===== config.mk =====
export PLATFORM = sky130hd
export DESIGN_NAME = step_burst_controller
export DESIGN_NICKNAME = d
export VERILOG_FILES = /design/src/rtl/step_burst_controller.sv
export SDC_FILE = /design/constraint.sdc
export NUM_CORES = 1
export LEC_CHECK = 0
export CORE_AREA = 2 2 81 83
export CTS_CLUSTER_SIZE = 8
export DETAILED_ROUTE_END_ITERATION = 16
export DIE_AREA = 0 0 83 85
export GPL_ROUTABILITY_DRIVEN = 0
export HOLD_SLACK_MARGIN = 0.02
export PLACE_DENSITY = 0.67
export SLEW_MARGIN = 10
export SYNTH_ARGS = -nofsm -noshare
export SYNTH_HDL_FRONTEND = slang
export SYNTH_SLANG_ARGS = --single-unit

===== constraint.sdc =====
create_clock -name new_clk -period 2 [get_ports new_clk]
set_clock_uncertainty 0.05 [all_clocks]
set_input_delay 0.6 -clock new_clk [delete_from_list [all_inputs] [get_ports new_clk]]
set_output_delay 0.6 -clock new_clk [all_outputs]
set_load 0.02 [all_outputs]

===== src/rtl/step_burst_controller.sv =====
// Stepper burst controller: turns a press pulse into a fixed-length enable burst,
// with a one-entry pending slot, a one-cycle gap between queued bursts, and abort.
module step_burst_controller #(
    parameter int CNT_W    = 16,
    parameter int FULL_LEN = 50,
    parameter int HALF_LEN = 100
) (
    input  logic             new_clk,
    input  logic             rst,
    input  logic             press,
    input  logic             step,
    input  logic             dir_in,
    input  logic [CNT_W-1:0] run_len,
    input  logic             abort,
    output logic             out_to_sm,
    output logic             dir_out,
    output logic             busy,
    output logic             done,
    output logic             overrun,
    output logic [CNT_W-1:0] remaining
);

    generate
        if (FULL_LEN <= 0 || HALF_LEN <= 0 ||
            (FULL_LEN >> CNT_W) != 0 || (HALF_LEN >> CNT_W) != 0) begin : g_bad_len
            $error("step_burst_controller: FULL_LEN/HALF_LEN must be nonzero and fit in CNT_W bits");
        end
    endgenerate

    localparam logic [CNT_W-1:0] FULL_L = CNT_W'(FULL_LEN);
    localparam logic [CNT_W-1:0] HALF_L = CNT_W'(HALF_LEN);
    localparam logic [CNT_W-1:0] ONE    = CNT_W'(1);

    typedef enum logic [1:0] {IDLE, RUN, GAP} state_t;

    state_t           state;
    state_t           state_nxt;
    logic             pend_valid;
    logic             pend_dir;
    logic [CNT_W-1:0] pend_len;

    logic             out_nxt;
    logic             dir_nxt;
    logic             busy_nxt;
    logic             done_nxt;
    logic             overrun_nxt;
    logic [CNT_W-1:0] remaining_nxt;
    logic             pend_valid_nxt;
    logic             pend_dir_nxt;
    logic [CNT_W-1:0] pend_len_nxt;

    logic [CNT_W-1:0] req_len;
    logic             last_cycle;

    assign req_len    = (run_len != '0) ? run_len : (step ? FULL_L : HALF_L);
    // Treating 0 as a last cycle keeps remaining from ever wrapping.
    assign last_cycle = (remaining <= ONE);

    always_ff @(posedge new_clk or negedge rst) begin
        if (!rst) begin
            state      <= IDLE;
            out_to_sm  <= 1'b0;
            dir_out    <= 1'b0;
            busy       <= 1'b0;
            done       <= 1'b0;
            overrun    <= 1'b0;
            remaining  <= '0;
            pend_valid <= 1'b0;
            pend_dir   <= 1'b0;
            pend_len   <= '0;
        end else begin
            state      <= state_nxt;
            out_to_sm  <= out_nxt;
            dir_out    <= dir_nxt;
            busy       <= busy_nxt;
            done       <= done_nxt;
            overrun    <= overrun_nxt;
            remaining  <= remaining_nxt;
            pend_valid <= pend_valid_nxt;
            pend_dir   <= pend_dir_nxt;
            pend_len   <= pend_len_nxt;
        end
    end

    always_comb begin
        state_nxt = state;
        if (abort) begin
            state_nxt = IDLE;
        end else begin
            case (state)
                IDLE:    if (press) state_nxt = RUN;
                RUN:     if (last_cycle) state_nxt = (pend_valid || press) ? GAP : IDLE;
                GAP:     state_nxt = RUN;
                default: state_nxt = IDLE;
            endcase
        end
    end

    always_comb begin
        out_nxt        = out_to_sm;
        dir_nxt        = dir_out;
        done_nxt       = 1'b0;
        overrun_nxt    = 1'b0;
        remaining_nxt  = remaining;
        pend_valid_nxt = pend_valid;
        pend_dir_nxt   = pend_dir;
        pend_len_nxt   = pend_len;
        busy_nxt       = (state_nxt != IDLE);

        if (abort) begin
            out_nxt        = 1'b0;
            remaining_nxt  = '0;
            pend_valid_nxt = 1'b0;
        end else begin
            case (state)
                IDLE: begin
                    if (press) begin
                        out_nxt       = 1'b1;
                        remaining_nxt = req_len;
                        dir_nxt       = dir_in;
                    end
                end
                RUN: begin
                    if (press) begin
                        if (pend_valid) begin
                            overrun_nxt = 1'b1;
                        end else begin
                            pend_valid_nxt = 1'b1;
                            pend_len_nxt   = req_len;
                            pend_dir_nxt   = dir_in;
                        end
                    end
                    if (last_cycle) begin
                        out_nxt       = 1'b0;
                        remaining_nxt = '0;
                        done_nxt      = 1'b1;
                    end else begin
                        remaining_nxt = remaining - ONE;
                    end
                end
                GAP: begin
                    // The slot is still occupied while GAP is sampled, so a press here overruns.
                    if (press) overrun_nxt = 1'b1;
                    out_nxt        = 1'b1;
                    remaining_nxt  = pend_len;
                    dir_nxt        = pend_dir;
                    pend_valid_nxt = 1'b0;
                end
                default: begin
                    out_nxt       = 1'b0;
                    remaining_nxt = '0;
                end
            endcase
        end
    end

endmodule


==> impl_metrics.tcl <==
set metrics [dict create \
    drc 0 \
    async_reset_ff_share_pct 100 \
    p_int_mw 1.91 \
    fmax_ghz 0.513 \
    numCtsBuffers 5 \
    crit_buf_inv 3 \
    dr.pass1.iters 5 \
    track_usage_pct 19.8 \
    drt_iter0_markers 142 \
    hold_class "in2async" \
    die_area_mm2 0.00706 \
    synth_adder_area_share_pct 3.19 \
    period_minus_slack_ps 1950 \
    grt_max_degree 23 \
    crit_top_cell "or3_1" \
    maxSlewViolCount 0 \
    cts_max_path_buffers 2 \
    irDropWorstVdd_mv 0.418 \
    ioPinCount 43 \
    power.leakage_nw 1.64 \
    maxCapViolCount 0 \
    fp.dieW_um 83 \
    yosysWarnings 0 \
    worst-slew-pin-transition_ps 505 \
    drt-total-wl_um 6880 \
    slew_headroom_pct 66.3 \
    status "completed" \
    cp-end-kind "register" \
    coreArea_mm2 0.00620 \
    final_nets 393 \
    synth_compound_area_share_pct 19.3 \
    yosysMostFrequentCell "nand2_1" \
    synth_cell_types 53 \
    critPathSlowestCell "dfrtp_1" \
    wl_per_cell_um 15.5 \
    hpwlAfterDp_um 5110 \
    yosys-top-cells-count "54 x nand2_1, 41 x dfrtp_1, 19 x nor2_1" \
    swShare_pct 34.6 \
    synth_top_family_by_area "simple AND/OR/NAND/NOR gates" \
    net-switching-power_mw 1.01 \
    clkTransAtPathRegs_ps 90 \
    pwr-share-seq_pct 39.4 \
    tritoncts "done" \
    ys_seq_area_share_pct 43.6 \
    synth_seq_cells 41 \
    io_buffers 42 \
    num_vias 2397 \
    rsz0062_at_grt "yes" \
    pwr_density_cell_mw_per_mm2 830 \
    synth_simple_gate_area_share_pct 25.3 \
    drive_above_1_share_pct 28.4 \
    synth_edf_count 0 \
    synth_top_cell_by_area "dfrtp_1" \
    area_delta_synth_final_pct 49.9 \
    clock_latency_ps 300 \
    cp_top_family "simple AND/OR/NAND/NOR gates" \
    num_rows 29 \
    start_util_pct 37.9 \
    cp-start-kind "register" \
    setup_viol 0 \
    cts-root-buf "clkbuf_8" \
    synthMuxAreaShare_pct 1.54 \
    vias_per_cell 5.41 \
    synthCells 263 \
    holdWs_ps 205 \
    crit_chain "inv_2 > ha_4 > buf_4 > inv_1 > or3_1 > or3_1 > xor2_1 > o221ai_1" \
    die_h_um 85 \
    clock-sinks 41 \
    synth.top_cell.area_share_pct 43.6 \
    path_class "reg2reg" \
    cp_max_fo 2 \
    postLayoutCoreUtil_pct 56.8 \
    clkPwrFrac_pct 23.5 \
    nFillCells 551 \
    finalHoldViolations 0 \
    ys.flop_type "dfrtp_1" \
    crit_arrival_ps 2080 \
    antenna_left 0 \
    gr-total-overflow 0 \
    synthXorXnorAreaFrac_pct 2.61 \
    cts_max_level 2 \
    mappedNetlistArea_mm2 0.00235 \
    grt_pass1_vias 2256 \
    power_frac_comb_pct 37.0 \
    synth_fp_nets 291 \
    post-route-period-util_pct 97.5 \
    num_antenna_cells 0 \
    critPathMaxStageDelay_ps 400 \
    antenna_found_initial 0 \
    grt_first_pass_wirelength_um 11200 \
    synth_area_leaders "dfrtp_1 44%, nand2_1 8.6%, ha_1 3.2%, nor2_1 3.0%, a21oi_1 3.0%" \
    crit_required_ps 2130 \
    syn_avg_cell_area_um2 8.94 \
    postCtsHoldBufs 0 \
]
-- sequential cells by signal, summed over array words and instances, names as in the netlist --
register and flops:
pend_valid 1, state 2, overrun 1, busy 1
done 1, pend_dir 1, pend_len 16, remaining 16
dir_out 1, out_to_sm 1
-- logic make-up (layout without fill, tap and decap cells) --
family / Yosys count / count (layout)
and+or+nand+nor: 118 / 118
AOI/OAI and AO/OA: 66 / 66
DFF: 41 / 41
buffers and inverters: 22 / 125
xor gates and xnor gates: 7 / 7
adders and majority gates: 6 / 6
muxes: 3 / 3
-- cell usage in the layout, fill, tap and decap left out, types with 4 or more instances in the layout --
cell / synthesis / routed
buf_4: 0 / 65
nand2_1: 54 / 54
dfrtp_1: 41 / 40
clkdlybuf4s50_1: 0 / 25
nor2_1: 19 / 17
dlygate4sd2_1: 0 / 16
a21oi_1: 14 / 13
a22oi_1: 9 / 9
o21ai_0: 8 / 8
or3_1: 7 / 7
inv_1: 8 / 6
nor3_1: 6 / 5
xor2_1: 5 / 5
clkbuf_8: 0 / 5
nor4_1: 7 / 4
o31ai_1: 4 / 4
a32oi_1: 4 / 4
o21ai_1: 4 / 4
-- layer usage --
layer  GRT usage (%)  up-vias  wire length [µm]
met5               0        -                 0
met4            5.51        0               104
met3            3.79        8               368
met2            31.7       78              3250
met1            27.6     1159              3150
li1                -     1152                 -
-- timing repair --
item | 4_1_cts | 5_1_grt
cloned | 0 | 0
pin swaps | 2 | 9
buffers inserted | 1 | 6
endpoints found under the setup margin | 21 | 13
gates resized for setup | 19 | 27
-- stage by stage --
stage	setup TNS, ps	worst slack [ps]	power (mW)	instance area, µm²	std cells
2_1_floorplan	0	26.3	1.69	2350	263
3_3_place_gp	-6770	-366	2.15	3260	429
3_5_place_dp	-6970	-389	2.17	3260	429
4_1_cts	0	2.21	2.84	3370	438
5_1_grt	-103	-37.2	3.11	3530	443
6_report	0	50.2	2.93	3530	443
-- path summary, 6_finish.rpt --
kind,slack (ps),cells past startpoint,start,to
worst max-delay path,50,8,remaining[1],remaining[6]
worst min-delay path,210,1,rst,out_to_sm
worst max register to register,50,8,remaining[1],remaining[6]
worst min register to register,430,2,pend_len[0],pend_len[0]
max in group asynchronous,1090,2,rst,remaining[5]
min in group new_clk,430,2,pend_len[0],pend_len[0]
-- power by group through the flow --
stage	Combinational (mW)	Sequential (mW)	Clock, mW
final	1.08	1.15	0.689
after global routing	1.19	1.18	0.738
after CTS	0.994	1.14	0.702
after detailed placement	1.01	1.16	0
after global placement	0.996	1.15	0
after floorplan	0.480	1.21	0
-- area by class of cell --
cell class,count,area (µm²),area share [%]
Inverter,8,30.0,0.852
Clock buffer,5,68.8,1.95
Tap cell,77,96.3,2.73
Multi-Input combinational cell,200,1340,38.1
Clock inverter,3,46.3,1.31
Sequential cell,41,1030,29.1
Timing Repair Buffer,109,915,25.9
No activity file was read; power rests on OpenSTA's default activity.
